$ cat src/rtl/alu_issue_ctrl_if.sv
// ALU-side bundle for the issue controller: registered operands out, done/result back.
interface alu_issue_ctrl_if #(
  parameter int CTRL_W = 12,
  parameter int DATA_W = 32
);
  logic              alu_req;
  logic [CTRL_W-1:0] alu_control;
  logic [DATA_W-1:0] alu_src1;
  logic [DATA_W-1:0] alu_src2;
  logic              alu_done;
  logic [DATA_W-1:0] alu_result;

  modport master (
    output alu_req, alu_control, alu_src1, alu_src2,
    input  alu_done, alu_result
  );

  modport slave (
    input  alu_req, alu_control, alu_src1, alu_src2,
    output alu_done, alu_result
  );
endinterface

$ cat src/rtl/alu_issue_ctrl.sv
// Touch-screen operand capture and ALU issue controller with result history
// and a registered LCD display-slot lookup.
//
// state  | meaning
// IDLE   | operands writable, waiting for issue command
// REQ    | alu_req high, waiting for done or timer terminal count
// DONE   | one cycle: shift history, bump op_count
module alu_issue_ctrl #(
  parameter int CTRL_W  = 12,
  parameter int DATA_W  = 32,
  parameter int TIMEOUT = 255
) (
  input  logic        clk,
  input  logic        resetn,
  input  logic        input_valid,
  input  logic [31:0] input_value,
  input  logic [1:0]  input_sel,
  alu_issue_ctrl_if.master alu,
  output logic        busy,
  output logic [15:0] op_count,
  input  logic [5:0]  display_number,
  output logic        display_valid,
  output logic [39:0] display_name,
  output logic [31:0] display_value
);

  typedef enum logic [1:0] {S_IDLE, S_REQ, S_DONE} state_t;

  state_t            state, state_nxt;
  logic [CTRL_W-1:0] ctrl_q;
  logic [DATA_W-1:0] src1_q, src2_q, res_q;
  logic [DATA_W-1:0] h0, h1, h2, h3;
  logic [7:0]        tmr, to_cnt, drop_cnt;
  logic              idle, issue, timed_out;

  assign idle      = (state == S_IDLE);
  assign issue     = idle && input_valid && (input_sel == 2'b01);
  assign timed_out = (state == S_REQ) && !alu.alu_done && (tmr == 8'd0);

  assign busy            = !idle;
  assign alu.alu_req     = (state == S_REQ);
  assign alu.alu_control = ctrl_q;
  assign alu.alu_src1    = src1_q;
  assign alu.alu_src2    = src2_q;

  always_ff @(posedge clk or negedge resetn) begin
    if (!resetn) state <= S_IDLE;
    else         state <= state_nxt;
  end

  always_comb begin
    state_nxt = state;
    case (state)
      S_IDLE:  if (issue) state_nxt = S_REQ;
      S_REQ:   if (alu.alu_done || timed_out) state_nxt = S_DONE;
      S_DONE:  state_nxt = S_IDLE;
      default: state_nxt = S_IDLE;
    endcase
  end

  // Timer is a down-counter loaded with TIMEOUT-1, so REQ lasts TIMEOUT cycles at most.
  always_ff @(posedge clk or negedge resetn) begin
    if (!resetn) begin
      ctrl_q   <= '0;
      src1_q   <= '0;
      src2_q   <= '0;
      res_q    <= '0;
      h0       <= '0;
      h1       <= '0;
      h2       <= '0;
      h3       <= '0;
      tmr      <= '0;
      to_cnt   <= '0;
      drop_cnt <= '0;
      op_count <= '0;
    end else begin
      if (idle && input_valid) begin
        case (input_sel)
          2'b00:   ctrl_q <= input_value[CTRL_W-1:0];
          2'b10:   src1_q <= DATA_W'(input_value);
          2'b11:   src2_q <= DATA_W'(input_value);
          default: ;
        endcase
      end
      if (!idle && input_valid && (drop_cnt != 8'hFF)) drop_cnt <= drop_cnt + 8'd1;

      if (issue)                             tmr <= 8'(TIMEOUT - 1);
      else if (state == S_REQ && tmr != 8'd0) tmr <= tmr - 8'd1;

      if (state == S_REQ && alu.alu_done) begin
        res_q <= alu.alu_result;
      end else if (timed_out) begin
        res_q <= '1;
        if (to_cnt != 8'hFF) to_cnt <= to_cnt + 8'd1;
      end

      if (state == S_DONE) begin
        h3       <= h2;
        h2       <= h1;
        h1       <= h0;
        h0       <= res_q;
        op_count <= op_count + 16'd1;
      end
    end
  end

  always_ff @(posedge clk or negedge resetn) begin
    if (!resetn) begin
      display_valid <= 1'b0;
      display_name  <= '0;
      display_value <= '0;
    end else begin
      display_valid <= 1'b1;
      display_name  <= '0;
      display_value <= '0;
      case (display_number)
        6'd1: begin display_name <= "SRC_1"; display_value <= 32'(src1_q); end
        6'd2: begin display_name <= "SRC_2"; display_value <= 32'(src2_q); end
        6'd3: begin display_name <= "CONTR"; display_value <= 32'(ctrl_q); end
        6'd4: begin display_name <= "RESUL"; display_value <= 32'(h0); end
        6'd5: begin display_name <= "HIST1"; display_value <= 32'(h1); end
        6'd6: begin display_name <= "HIST2"; display_value <= 32'(h2); end
        6'd7: begin display_name <= "HIST3"; display_value <= 32'(h3); end
        6'd8: begin display_name <= "COUNT"; display_value <= {16'd0, op_count}; end
        6'd9: begin display_name <= "STATS"; display_value <= {to_cnt, drop_cnt, 15'd0, busy}; end
        default: display_valid <= 1'b0;
      endcase
    end
  end

endmodule

$ cat src/flat_wrapper.sv
// flat-port wrapper written by rule: the top's interface ports become plain ports
module alu_issue_ctrl_flat 
#(
  parameter int CTRL_W  = 12,
  parameter int DATA_W  = 32,
  parameter int TIMEOUT = 255
)
  (clk, resetn, input_valid, input_value, input_sel, busy, op_count, display_number, display_valid, display_name, display_value, alu_alu_req, alu_alu_control, alu_alu_src1, alu_alu_src2, alu_alu_done, alu_alu_result);
  alu_issue_ctrl_if #(.CTRL_W(CTRL_W), .DATA_W(DATA_W)) alu_i ();
  input  logic clk;
  input  logic resetn;
  input  logic input_valid;
  input  logic [31:0] input_value;
  input  logic [1:0] input_sel;
  output logic busy;
  output logic [15:0] op_count;
  input  logic [5:0] display_number;
  output logic display_valid;
  output logic [39:0] display_name;
  output logic [31:0] display_value;
  output wire logic [$bits(alu_i.alu_req)-1:0] alu_alu_req;
  output wire logic [$bits(alu_i.alu_control)-1:0] alu_alu_control;
  output wire logic [$bits(alu_i.alu_src1)-1:0] alu_alu_src1;
  output wire logic [$bits(alu_i.alu_src2)-1:0] alu_alu_src2;
  input wire logic [$bits(alu_i.alu_done)-1:0] alu_alu_done;
  input wire logic [$bits(alu_i.alu_result)-1:0] alu_alu_result;
  assign alu_alu_req = alu_i.alu_req;
  assign alu_alu_control = alu_i.alu_control;
  assign alu_alu_src1 = alu_i.alu_src1;
  assign alu_alu_src2 = alu_i.alu_src2;
  assign alu_i.alu_done = alu_alu_done;
  assign alu_i.alu_result = alu_alu_result;
  alu_issue_ctrl #(.CTRL_W(CTRL_W), .DATA_W(DATA_W), .TIMEOUT(TIMEOUT)) u_core (.clk(clk), .resetn(resetn), .input_valid(input_valid), .input_value(input_value), .input_sel(input_sel), .alu(alu_i), .busy(busy), .op_count(op_count), .display_number(display_number), .display_valid(display_valid), .display_name(display_name), .display_value(display_value));
endmodule
$ cat config.mk
export PLATFORM = sky130hd
export DESIGN_NAME = alu_issue_ctrl_flat
export DESIGN_NICKNAME = d
export VERILOG_FILES = /design/src/rtl/alu_issue_ctrl_if.sv /design/src/rtl/alu_issue_ctrl.sv /design/src/flat_wrapper.sv
export SDC_FILE = /design/constraint.sdc
export NUM_CORES = 1
export LEC_CHECK = 0
export CORE_ASPECT_RATIO = 0.5
export CORE_MARGIN = 4
export CORE_UTILIZATION = 50
export DETAILED_ROUTE_END_ITERATION = 6
export PLACE_DENSITY = 0.76
export REMOVE_ABC_BUFFERS = 1
export SLEW_MARGIN = 20
export SYNTH_ARGS = -nofsm -noshare
export SYNTH_HDL_FRONTEND = slang
export SYNTH_SLANG_ARGS = --single-unit
$ cat constraint.sdc
create_clock -name clk -period 6.9 [get_ports clk]
set_input_delay 1.38 -clock clk [delete_from_list [all_inputs] [get_ports clk]]
set_output_delay 1.38 -clock clk [all_outputs]
set_load 0.005 [all_outputs]
After elaboration in Yosys (flattened, before gate mapping)

Index checks and enable logic that the tools add are counted.

Flip-flop bits (word level): 350
Logic and storage cells: 72

Multiplexer cells: 10
$add $sub $neg: 4
Bitwise gates (word level): 1
Reductions and logical operators: 23
Equality and inequality tests: 18

Operator list:

| operator                                         | count |
|---|---|
| case mux 39 bit (9 select lines)                 | 1 |
| case mux 32 bit (9 select lines)                 | 1 |
| 2-to-1 mux 32 bit                                | 2 |
| == test 6 x 3 -> 1 bit, second input constant    | 4 |
| adder 16 x 1 -> 16 bit, second input constant    | 1 |
| adder 8 x 1 -> 8 bit, second input constant      | 2 |
| 2-to-1 mux 8 bit                                 | 2 |
| inequality test 8 bit, second input constant     | 2 |
| == test 6 x 2 -> 1 bit, second input constant    | 2 |
| == test 6 x 4 -> 1 bit, second input constant    | 2 |
| OR reduction 9 bit                               | 1 |
| logical AND 1 bit                                | 8 |
| logical NOT 8 bit                                | 1 |
| AND reduction 2 bit                              | 4 |
| nonzero test 8 bit                               | 1 |
| subtractor 8 x 1 -> 8 bit, second input constant | 1 |
| == test 2 bit, second input constant             | 3 |
| == test 6 x 1 -> 1 bit, second input constant    | 1 |
| == test 2 x 1 -> 1 bit, second input constant    | 2 |
| logical NOT 2 bit                                | 2 |
| 2-to-1 mux 2 bit                                 | 2 |
| case mux 2 bit (2 select lines)                  | 1 |
| nonzero test 2 bit                               | 2 |
| AND reduction 3 bit                              | 1 |
| other kinds (6)                                  | 7 |

Logic depth before layout (Yosys ltp)

Depth in word-level cells: 6
Gate-level depth with buffers: 8
Depth with buffers taken out: 6

Least setup slack after synthesis

OpenSTA, ideal clock, no wires.

Path kind: input to register
Start point: in display_number[3]
End point: reg u_core.display_value[3]
Data arrival time: 2915 ps
Setup slack: 3913 ps
Stages: 6
Cells stage by stage: or4b_2 -> clkbuf_1 -> nor2_1 -> clkbuf_1 -> a221oi_1 -> nand3_1

Word-level cells in the longest chain between the ends: 2

Ends and longest elaborated chain:

| what                                                 | line                  | text |
|---|---|---|
| start: declaration                                   | flat_wrapper.sv:17    | `input logic [5:0] display_number;` |
| == test 6 x 4 -> 1 bit, or another cell as far along | alu_issue_ctrl.sv:116 | `case (display_number)` |
| case mux 32 bit (9 select lines) (*)                 | alu_issue_ctrl.sv:116 |  |
| end signal: assignment                               | alu_issue_ctrl.sv:117 | `6'd1: begin display_name <= "SRC_1"; display_value <= 32'(src1_q); end` |
| end signal: assignment                               | alu_issue_ctrl.sv:118 | `6'd2: begin display_name <= "SRC_2"; display_value <= 32'(src2_q); end` |
| end signal: assignment                               | alu_issue_ctrl.sv:119 | `6'd3: begin display_name <= "CONTR"; display_value <= 32'(ctrl_q); end` |
| end: declaration                                     | alu_issue_ctrl.sv:24  | `output logic [31:0] display_value` |

Every way passes the cells marked *; elsewhere a longest branch is shown, timed or not.
A chain may end at the register's enable or synchronous reset.

Final worst setup path

Start point: in display_number[2]
End point: reg u_core.display_value[31]

Same word-level chain as after synthesis.

==> Flow_metrics.wiki <==
{| class="wikitable"
! Metric !! Value
|-
| Run status || complete, no violations
|-
| Number of nets in the final layout || 1364
|-
| Clock tree root driver cell || clkbuf_16
|-
| Global Route met2 Usage || 40.9%
|-
| Effective utilization at floorplan || 50.7%
|-
| Hold Path Cell Cnt || 1
|-
| H-tree levels || 1
|-
| Number of global-route vias before repair || 10400
|-
| Critical-path maximum fanout || 39
|-
| FF-to-FF Start || u_core.tmr[4]$_DFFE_PN0P_
|-
| Worst setup path category || input port to register
|-
| Clock latency at the later pin of the worst-skew pair || 0.56 ns
|-
| Drt pass-1 iters || 7
|-
| Global placer's final weighted congestion || 0.807
|-
| Number of buffers created by CTS || 30
|-
| Number of buffers added on ports || 232
|-
| Warning count from the yosys run || 0
|-
| Synthesized flop and latch total || 334
|-
| Worst slew slack as a fraction of its limit || 26.8%
|-
| Drt total wl || 37900 um
|-
| Async set or reset register ratio after synthesis || 100%
|-
| Worst Setup Slack post-DPL || 2.74 ns
|-
| Post-layout instance area || 17800 sq um
|-
| Yosys top cell by area || dfrtp_1
|-
| Final setup violation count || 0
|-
| Post-Synthesis Mean Instance Area || 13.1 sq um
|-
| Via count || 9889
|-
| Most used routing layer in global routing || met2
|-
| Count of final hold-check violations || 0
|-
| Predominant post-synthesis flop cell || dfrtp_1
|-
| Leakage || 7.91 nW
|-
| Worst-case setup margin in the final layout || 3.15 ns
|-
| Fraction of layout cells with a size suffix above 1 || 23.4%
|-
| Worst r2r dst || u_core.to_cnt[1]$_DFFE_PN0P_
|-
| Fraction of synthesized cell area taken by the top area cell type || 59.5%
|-
| GR Util All Layers || 24.0%
|-
| Total power divided by cell area || 338 nW/um^2
|-
| Largest cells by area after synthesis || dfrtp_1 59%, mux2_2 17%, a22oi_1 2.5%, nand3_1 1.9%, and3_1 1.7%
|-
| Number of gates resized after cts || 0
|-
| Initial antenna violation count || 1
|-
| Total design power || 0.00603 W
|-
| Final-report max-slew violation count || 0
|-
| Seq/Total Area, Yosys || 59.5%
|-
| Highest ir drop seen on vdd || 212 uV
|-
| Maximum clock path buffer count || 3
|-
| Data required, critical path || 7.39 ns
|-
| Largest net degree at the start of global routing || 138
|-
| Ports || 243
|-
| Global routing met3 resource utilization || 4.31%
|-
| Global-route wire length before repair || 59000 um
|-
| Crit. End Element || register
|-
| Quantity of hold-fixing buffers added after cts || 0
|-
| Wire length per cell || 22.4 um
|-
| Path depth of the worst reg2reg path || 5
|-
| Std-Cell Rows || 43
|-
| Endpoint with the worst hold slack || u_core.res_q[6]$_DFFE_PN0P_
|-
| Cell area after synthesis || 14100 sq um
|-
| CTS Sinks || 334
|-
| Start point of the worst hold path || u_core.res_q[6]$_DFFE_PN0P_
|-
| Part of the cycle the worst path needs || 54.3%
|-
| Area growth from synthesis to layout || 26.8%
|-
| Met1 usage in global routing || 30.8%
|-
| Timing-limited maximum frequency || 267 MHz
|-
| Most frequent cells in the layout || 334 x dfrtp_1, 229 x clkdlybuf4s50_1, 214 x mux2_2
|-
| Post-detail-place hpwl || 24300 um
|-
| GR Overflow Total || 0
|-
| RSZ-0062 raised after global routing || no
|-
| Die footprint || 31000 sq um
|-
| Sort of element at the start of the critical path || input port
|-
| Clock slew at reported path FFs || 0.07 ns
|-
| Worst Path Arrival || 4.23 ns
|-
| Class of the tightest hold or removal check || register to register
|-
| Core outline area || 27700 sq um
|-
| Initial drt markers || 1066
|-
| Die height || 127 um
|-
| Measured slew at the worst slew-check pin || 1.09 ns
|-
| Worst clock skew on the final layout || 0.0111 ns
|-
| Horizontal die dimension || 245 um
|-
| Count of mapped cells out of synthesis || 1076
|-
| DRT antenna net count || 0
|-
| Area post-placement || 16700 sq um
|-
| Shortest period the worst path allows || 3.75 ns
|-
| Maximum Capacitance Violations || 0
|-
| Count of unique library cells instantiated by Yosys || 59
|-
| Most common library cell in the layout ignoring fill and taps || dfrtp_1
|-
| CTS tree || yes
|-
| Register-to-Register Setup Slack || 4.32 ns
|-
| Post-synth EDFFs || 0
|-
| Routed via count divided by cell count || 5.85
|-
| Number of buffers inserted to repair setup after CTS || 0
|-
| Residual DRC || 0
|}
==> state kept, by name, summed over array words and instances, names as in the netlist, 12 cells and up <==
| signal | flops |
|---|---|
| u_core.op_count | 16 |
| u_core.h1 | 32 |
| u_core.alu.alu_control | 12 |
| u_core.alu.alu_src1 | 32 |
| u_core.h0 | 32 |
| u_core.alu.alu_src2 | 32 |
| u_core.display_name | 24 |
| u_core.h2 | 32 |
| u_core.res_q | 32 |
| u_core.h3 | 32 |
| u_core.display_value | 32 |
==> cell type report <==
type | instances | area [sq um]
Fill cell | 2059 | 9880
Tap cell | 382 | 478
Timing Repair Buffer | 248 | 2460
Multi-Input combinational cell | 659 | 5360
Sequential cell | 334 | 8360
Clock inverter | 14 | 251
Antenna cell | 1 | 2.50
Inverter | 10 | 37.5
Clock buffer | 41 | 873
==> kinds of logic (layout without fill, tap and decap cells) <==
logic type	after synthesis	count (layout)	share of synthesized area (%)
xor+xnor	35	35	2.18
fa+ha+maj	5	5	0.445
buf+inv	92	313	2.99
flops	334	334	59.5
mux	222	222	17.7
simple gates	245	245	9.05
other cells	1	11	0.0267
compound gates	142	142	8.12
==> synthesized netlist by cell type (all sizes together) (2+ instances only) <==
cell type	n
or2	5
a21o	2
nand2b	3
or3b	3
inv	9
a2111oi	7
xor2	19
o22a	18
o211ai	3
mux2i	8
a22o	7
mux2	214
nor3	11
o21a	2
or4	4
and3	39
nor4	4
nor3b	3
nand4	8
and4	3
a221oi	4
nor4b	2
a211o	2
nor2	33
nor2b	3
ha	5
a21oi	3
buf	25
o21ai	14
nand2	62
xnor2	16
dfrtp	334
a22oi	46
o211a	2
a32o	4
clkbuf	57
and2	5
o32a	3
a222oi	19
nand3	53
==> worst max-delay path by stage <==
| stage | from | to | slack, ns | cells after the start |
|---|---|---|---|---|
| final | display_number[2] | u_core.display_value[31]$_DFF_PN0_ | 3.15 | 7 |
| after global routing | display_number[2] | u_core.display_value[11]$_DFF_PN0_ | 3.04 | 7 |
| after CTS | display_number[2] | u_core.display_value[31]$_DFF_PN0_ | 3.26 | 7 |
| after detailed placement | display_number[2] | u_core.display_value[11]$_DFF_PN0_ | 2.74 | 7 |
| after global placement | display_number[3] | u_core.display_value[12]$_DFF_PN0_ | 2.56 | 5 |
| after floorplan | u_core.state[0]$_DFFE_PN0P_ | u_core.op_count[13]$_DFFE_PN0N_ | -1.00 | 4 |
==> metal layers <==
metal  wire length [um]  vias to the layer above
met1              15300                     5121
li1                   -                     4332
met5                  0                        -
met2              19200                      341
met3               2070                       95
met4               1390                        0
==> power by group <==
| group | total, W | switching (W) | internal, W | leakage, nW |
|---|---|---|---|---|
| Combinational | 0.00117 | 0.000413 | 0.000755 | 3.17 |
| Sequential | 0.00298 | 0.000456 | 0.00252 | 4.18 |
| Clock | 0.00189 | 0.000740 | 0.00115 | 0.558 |
==> critical path: stages <==
cell	delay (ns)
clkdlybuf4s50_1	0.81
nor4b_2	0.31
buf_4	0.45
and2_1	0.58
buf_4	0.37
a222oi_1	0.12
nand3_1	0.17
==> through the flow <==
stage,instances,TNS (ns),utilization [%],hold WS [ns]
floorplan,1003,-46.22,-,0.441
global placement,1633,0,60.2,0.456
detailed placement,1633,0,60.3,0.472
CTS,1688,0,64.3,0.489
global route,1689,0,64.3,0.503
finish,1689,0,64.3,0.487
No activity file was read; power rests on OpenSTA's default activity.
